### src/rtl/vga_timing_gen.sv
// Raster timing generator: pixel position, visible flag, syncs and line/frame strobes.
// Every output is registered and always describes the position held in o_hpos/o_vpos.
module vga_timing_gen #(
  parameter int H_VISIBLE   = 640,
  parameter int H_FRONT     = 16,
  parameter int H_SYNC      = 96,
  parameter int H_BACK      = 48,
  parameter int V_VISIBLE   = 480,
  parameter int V_FRONT     = 10,
  parameter int V_SYNC      = 2,
  parameter int V_BACK      = 33,
  parameter bit SYNC_ACTIVE = 1'b0
) (
  input  logic       i_clk,
  input  logic       i_rst,
  input  logic       i_ce,
  output logic [9:0] o_hpos,
  output logic [9:0] o_vpos,
  output logic       o_visible,
  output logic       o_hsync,
  output logic       o_vsync,
  output logic       o_line_start,
  output logic       o_frame_start
);

  localparam int H_TOTAL = H_VISIBLE + H_FRONT + H_SYNC + H_BACK;
  localparam int V_TOTAL = V_VISIBLE + V_FRONT + V_SYNC + V_BACK;

  localparam logic [9:0]  H_LAST     = 10'(H_TOTAL - 1);
  localparam logic [9:0]  V_LAST     = 10'(V_TOTAL - 1);
  localparam logic [10:0] H_VIS_END  = 11'(H_VISIBLE);
  localparam logic [10:0] H_SYNC_BEG = 11'(H_VISIBLE + H_FRONT);
  localparam logic [10:0] H_SYNC_END = 11'(H_VISIBLE + H_FRONT + H_SYNC);
  localparam logic [10:0] V_VIS_END  = 11'(V_VISIBLE);
  localparam logic [10:0] V_SYNC_BEG = 11'(V_VISIBLE + V_FRONT);
  localparam logic [10:0] V_SYNC_END = 11'(V_VISIBLE + V_FRONT + V_SYNC);

  typedef enum logic {HOLD, RUN} state_t;

  state_t      state;
  logic        h_wrap;
  logic [9:0]  next_h;
  logic [9:0]  next_v;
  logic [10:0] next_h_ext;
  logic [10:0] next_v_ext;
  logic        hsync_on;
  logic        vsync_on;
  logic        visible_next;

  // Flags are decoded from the position about to be loaded, so they stay aligned with it.
  always_comb begin
    h_wrap = (o_hpos == H_LAST);
    next_h = h_wrap ? 10'd0 : o_hpos + 10'd1;
    next_v = o_vpos;
    if (h_wrap) begin
      next_v = (o_vpos == V_LAST) ? 10'd0 : o_vpos + 10'd1;
    end
    next_h_ext   = {1'b0, next_h};
    next_v_ext   = {1'b0, next_v};
    hsync_on     = (next_h_ext >= H_SYNC_BEG) && (next_h_ext < H_SYNC_END);
    vsync_on     = (next_v_ext >= V_SYNC_BEG) && (next_v_ext < V_SYNC_END);
    visible_next = (next_h_ext < H_VIS_END) && (next_v_ext < V_VIS_END);
  end

  always_ff @(posedge i_clk or posedge i_rst) begin
    if (i_rst) begin
      state         <= HOLD;
      o_hpos        <= 10'd0;
      o_vpos        <= 10'd0;
      o_visible     <= 1'b0;
      o_hsync       <= ~SYNC_ACTIVE;
      o_vsync       <= ~SYNC_ACTIVE;
      o_line_start  <= 1'b0;
      o_frame_start <= 1'b0;
    end else if (!i_ce) begin
      o_line_start  <= 1'b0;
      o_frame_start <= 1'b0;
    end else begin
      case (state)
        // First enabled edge presents (0,0) without advancing so it is never skipped.
        HOLD: begin
          state         <= RUN;
          o_hpos        <= 10'd0;
          o_vpos        <= 10'd0;
          o_visible     <= 1'b1;
          o_hsync       <= ~SYNC_ACTIVE;
          o_vsync       <= ~SYNC_ACTIVE;
          o_line_start  <= 1'b1;
          o_frame_start <= 1'b1;
        end
        RUN: begin
          o_hpos        <= next_h;
          o_vpos        <= next_v;
          o_visible     <= visible_next;
          o_hsync       <= hsync_on ? SYNC_ACTIVE : ~SYNC_ACTIVE;
          o_vsync       <= vsync_on ? SYNC_ACTIVE : ~SYNC_ACTIVE;
          o_line_start  <= (next_h == 10'd0);
          o_frame_start <= (next_h == 10'd0) && (next_v == 10'd0);
        end
        default: state <= HOLD;
      endcase
    end
  end

endmodule

### config.mk
export PLATFORM = sky130hd
export DESIGN_NAME = vga_timing_gen
export DESIGN_NICKNAME = d
export VERILOG_FILES = /design/src/rtl/vga_timing_gen.sv
export SDC_FILE = /design/constraint.sdc
export NUM_CORES = 1
export LEC_CHECK = 0
export ABC_AREA = 1
export BUFFER_PORTS_ARGS = -buffer_cell sky130_fd_sc_hd__buf_2
export CAP_MARGIN = 30
export CORE_UTILIZATION = 53
export CTS_BUF_LIST = sky130_fd_sc_hd__clkbuf_8
export DETAILED_ROUTE_END_ITERATION = 16
export GPL_TIMING_DRIVEN = 0
export PLACE_DENSITY = 0.83
export SLEW_MARGIN = 10
export SYNTH_ARGS = -nofsm -noshare
export SYNTH_HDL_FRONTEND = slang
export SYNTH_SLANG_ARGS = --single-unit
### constraint.sdc
create_clock -name i_clk -period 1.6 [get_ports i_clk]
set_input_delay 0.32 -clock i_clk [delete_from_list [all_inputs] [get_ports i_clk]]
set_output_delay 0.32 -clock i_clk [all_outputs]
set_load 0.005 [all_outputs]
==> reports/results.tsv <==
stage	metric	value	unit
grt	vias in the first global route	1931	
final_layout	Util after Layout	71.4	%
setup_path	R2R setup slack	-0.24	ns
run_status	failing checks	setup timing	
sta	Fin. Hold Viols	0	
setup_path	CP Capture Point	o_frame_start	
power	Clock power frac	21.6	%
min_path	Hold/Removal Path Class	in2reg	
sta	Slew Viols, Final	0	
detailed_routing	antenna-violating nets left	0	
final_layout	# fillers	257	
floorplan	Die W	61.8	µm
power	register share of total power	36.2	%
power	Power Internal	1.58	mW
floorplan	Initial Utilization	55.9	%
run_status	outcome	finished with violations	
floorplan	Die Y	61.8	µm
synth	share of flip-flops with an asynchronous set or reset	100	%
setup_path	crit-path most repeated cell	nand2_1	
final_layout	nets@finish	325	
detailed_routing	Via density	5.63	
synth	mux share of post-synthesis cell area	0	%
clock_tree	CTS tree	done	
setup_path	Setup CP Type	reg2reg	
synth	Synth Register Bits	26	
setup_path	slowest CP cell	dfrtp_2	
placed_design	GP Congestion	0.912	
setup_path	CP Depth	11	
sta	worst setup margin	-0.239	ns
detailed_routing	DRT iter0 DRCs	161	
power	sw power	1.09	mW
power	Pwr Total	2.67	mW
power	PwrDens	1100	nW/µm²
detailed_routing	DR pass1 iterations	5	
floorplan	core box area	3390	µm²
placed_design	Port Buffers	26	
final_layout	most frequent cells in the layout	77 x nand2_1, 30 x inv_1, 26 x buf_2, 23 x nor2_1, 19 x nand3_1	
final_layout	area delta synth->final	27.6	%
clock_tree	clk_lat worst skew	0.28	ns
synth	Cell Area, Synth	1900	µm²
floorplan	row cnt	21	
detailed_routing	# DRC	0	
synth	Synth Net Count	278	
sta	Worst Tran Pin Value	0.480	ns
clock_tree	H-tree lvl count	1	
clock_tree	Root Driver	clkbuf_8	
setup_path	CP required	1.82	ns
placed_design	pre-CTS worst setup slack	-0.273	ns
setup_path	CP top delay family	simple AND/OR/NAND/NOR gates	
synth	Mean Syn Cell Area	6.97	µm²
synth	post-synth cell types	31	
synth	Synth Area in Adders	1.98	%
grt	GRT Residual Overflow	0	
sta	RSZ-0062 raised after global routing	yes	
final_layout	Antenna diodes	0	
synth	simple-gate share of the synthesized area	45.4	%
sta	Final Setup Violations	4	
setup_path	nature of the critical path startpoint	flip-flop	
sta	setup_tns	-0.681	ns
setup_path	reg-to-reg critical path startpoint	o_hpos[0]	
synth	Compound-Gate Fraction of Synth Area	9.37	%
synth	main flop type after synthesis	dfrtp_1	
detailed_routing	detailed-route via count	2049	
sta	Clock Skews	0.00467	ns
setup_path	CP endpoint kind	flip-flop	
grt	antenna violations before repair	0	
clock_tree	Num Clock Sinks	26	
floorplan	die footprint	3820	µm²
synth	synth warn	0	
sta	Slew HR	68.0	%
clock_tree	clock-pin transition on the worst setup and hold timing paths	0.10	ns
sta	crit share post-route	115	%
grt	first-pass GRT wire length	8.33	mm
setup_path	CP startpoint	o_hpos[0]	
clock_tree	CTS Buf Count	3	
power	leak pwr	1.26	nW
run	Max Cap Viol	0	
setup_path	arrival time at the worst endpoint	2.06	ns
power	Max VDD drop	762	µV
sta	Min Clock Period, post-route	1.84	ns
synth	number of flops mapped to enable cells by yosys	0	
detailed_routing	Routed WL	5.39	mm
synth	main combinational cell family by area after synthesis	simple AND/OR/NAND/NOR gates	
clock_tree	CTS Buffer Depth	2	
final_layout	layout cells sized above 1	35.5	%
placed_design	Detail Placement HPWL	3.58	mm
floorplan	number of primary I/O pins	28	
power	combinational power share	42.2	%
grt	Total GRT Usage	29.4	%
grt	largest net degree at the start of global routing	22	
power	fraction of power spent switching nets	41.0	%
setup_path	CP max stage delay	0.40	ns
sta	fmax	0.544	GHz
setup_path	crit path cell chain	ha_4 > nand2_4 > nor2_8 > nand4_4 > clkinv_4 > nand2_1 > nand2_2 > nand2_1 > nor2_1 > nand4_1 > a21oi_2	
setup_path	FF-to-FF End	o_frame_start	
synth	XOR/XNOR share of the synthesized area	0	%
final_layout	most common cell after layout, fill and taps aside	nand2_1	
setup_path	worst path buffer plus inverter count	1	
synth	cell count after synthesis	272	
setup_path	Reg2Reg Depth	11	
setup_path	Max FO, Critical Path	5	
synth	register area share after synthesis	34.5	%
detailed_routing	routed len/inst	14.8	µm
[per-layer routing]
layer  track usage (%)  share of wire [%]
met5                 0                  0
met2              49.6                 48
met3              4.97                7.7
met4              8.57                1.8
met1              39.0                 42
[how the worst min path moves through the flow]
| stage | end | slack (ns) | cells after the start | start |
|---|---|---|---|---|
| 4_1_cts | o_hsync | 0.35 | 3 | i_ce |
| 3_3_place_gp | o_vsync | 0.48 | 2 | o_vsync |
| 2_1_floorplan | o_frame_start | 0.36 | 1 | i_rst |
| 6_report | o_hsync | 0.36 | 3 | i_ce |
| 3_5_place_dp | o_vpos[0] | 0.29 | 2 | i_rst |
| 5_1_grt | o_hsync | 0.39 | 3 | i_ce |
[what timing repair did]
action                                  CTS  global route
pin swaps                                 5             6
endpoints found under the setup margin    9             8
hold endpoints to repair                  5             0
hold buffers                              1             0
buffers inserted                         12             2
resized for setup                        12            28
[tightest hold or removal path: cells and delay by family]
family                 cells  cell delay (ns)
buffers and inverters      1             0.15
and+or+nand+nor            1             0.13
AOI/OAI and AO/OA          1             0.04
[logic make-up after synthesis]
logic type	Yosys count
AO/OA/AOI/OAI	29
adder cells (fa/ha/maj)	3
buffers and inverters	42
flip-flops	26
AND/OR/NAND/NOR	172
[Yosys cell counts, types with 5 or more instances]
cell	n	share of area (%)
nand2_1	83	16
inv_1	34	6.7
nor2_1	27	5.3
dfrtp_1	24	32
nand3_1	24	6.3
o22ai_1	15	5.0
nand2_2	8	2.6
nand4_1	8	2.6
o21ai_0	5	1.3
[power by group through the flow]
stage / Sequential [mW] / Clock, mW / Combinational [mW]
finish: 0.967 / 0.577 / 1.13
global route: 0.989 / 0.598 / 1.26
CTS: 0.955 / 0.569 / 1.07
detailed placement: 0.988 / 0 / 0.942
global placement: 0.984 / 0 / 0.899
floorplan: 0.967 / 0 / 0.658
[flip-flops by register name, summed over array words and instances (netlist names)]
signal / flops
o_hsync: 1
o_hpos: 10
o_frame_start: 1
o_visible: 1
o_vsync: 1
o_line_start: 1
state: 1
o_vpos: 10
[metrics by stage]
stage               std cells  hold slack, ns  cell area, µm²
finish                    364           0.355            2420
global route              364           0.391            2420
floorplan                 272           0.358            1910
global placement          344           0.481            2100
CTS                       362           0.350            2330
detailed placement        345           0.288            2130
[area by class of cell]
class                      count  area (µm²)  area share (%)
inverter                      37         144            5.95
clock buffer                   3        41.3            1.71
sequential                    26         664            27.5
timing repair buffer          42         280            11.6
clock inverter                 1        30.0            1.24
tap                           46        57.6            2.38
buffer                         5        22.5           0.931
multi-input combinational    204        1180            48.7
Note: power is estimated with default switching activity, not from simulation.
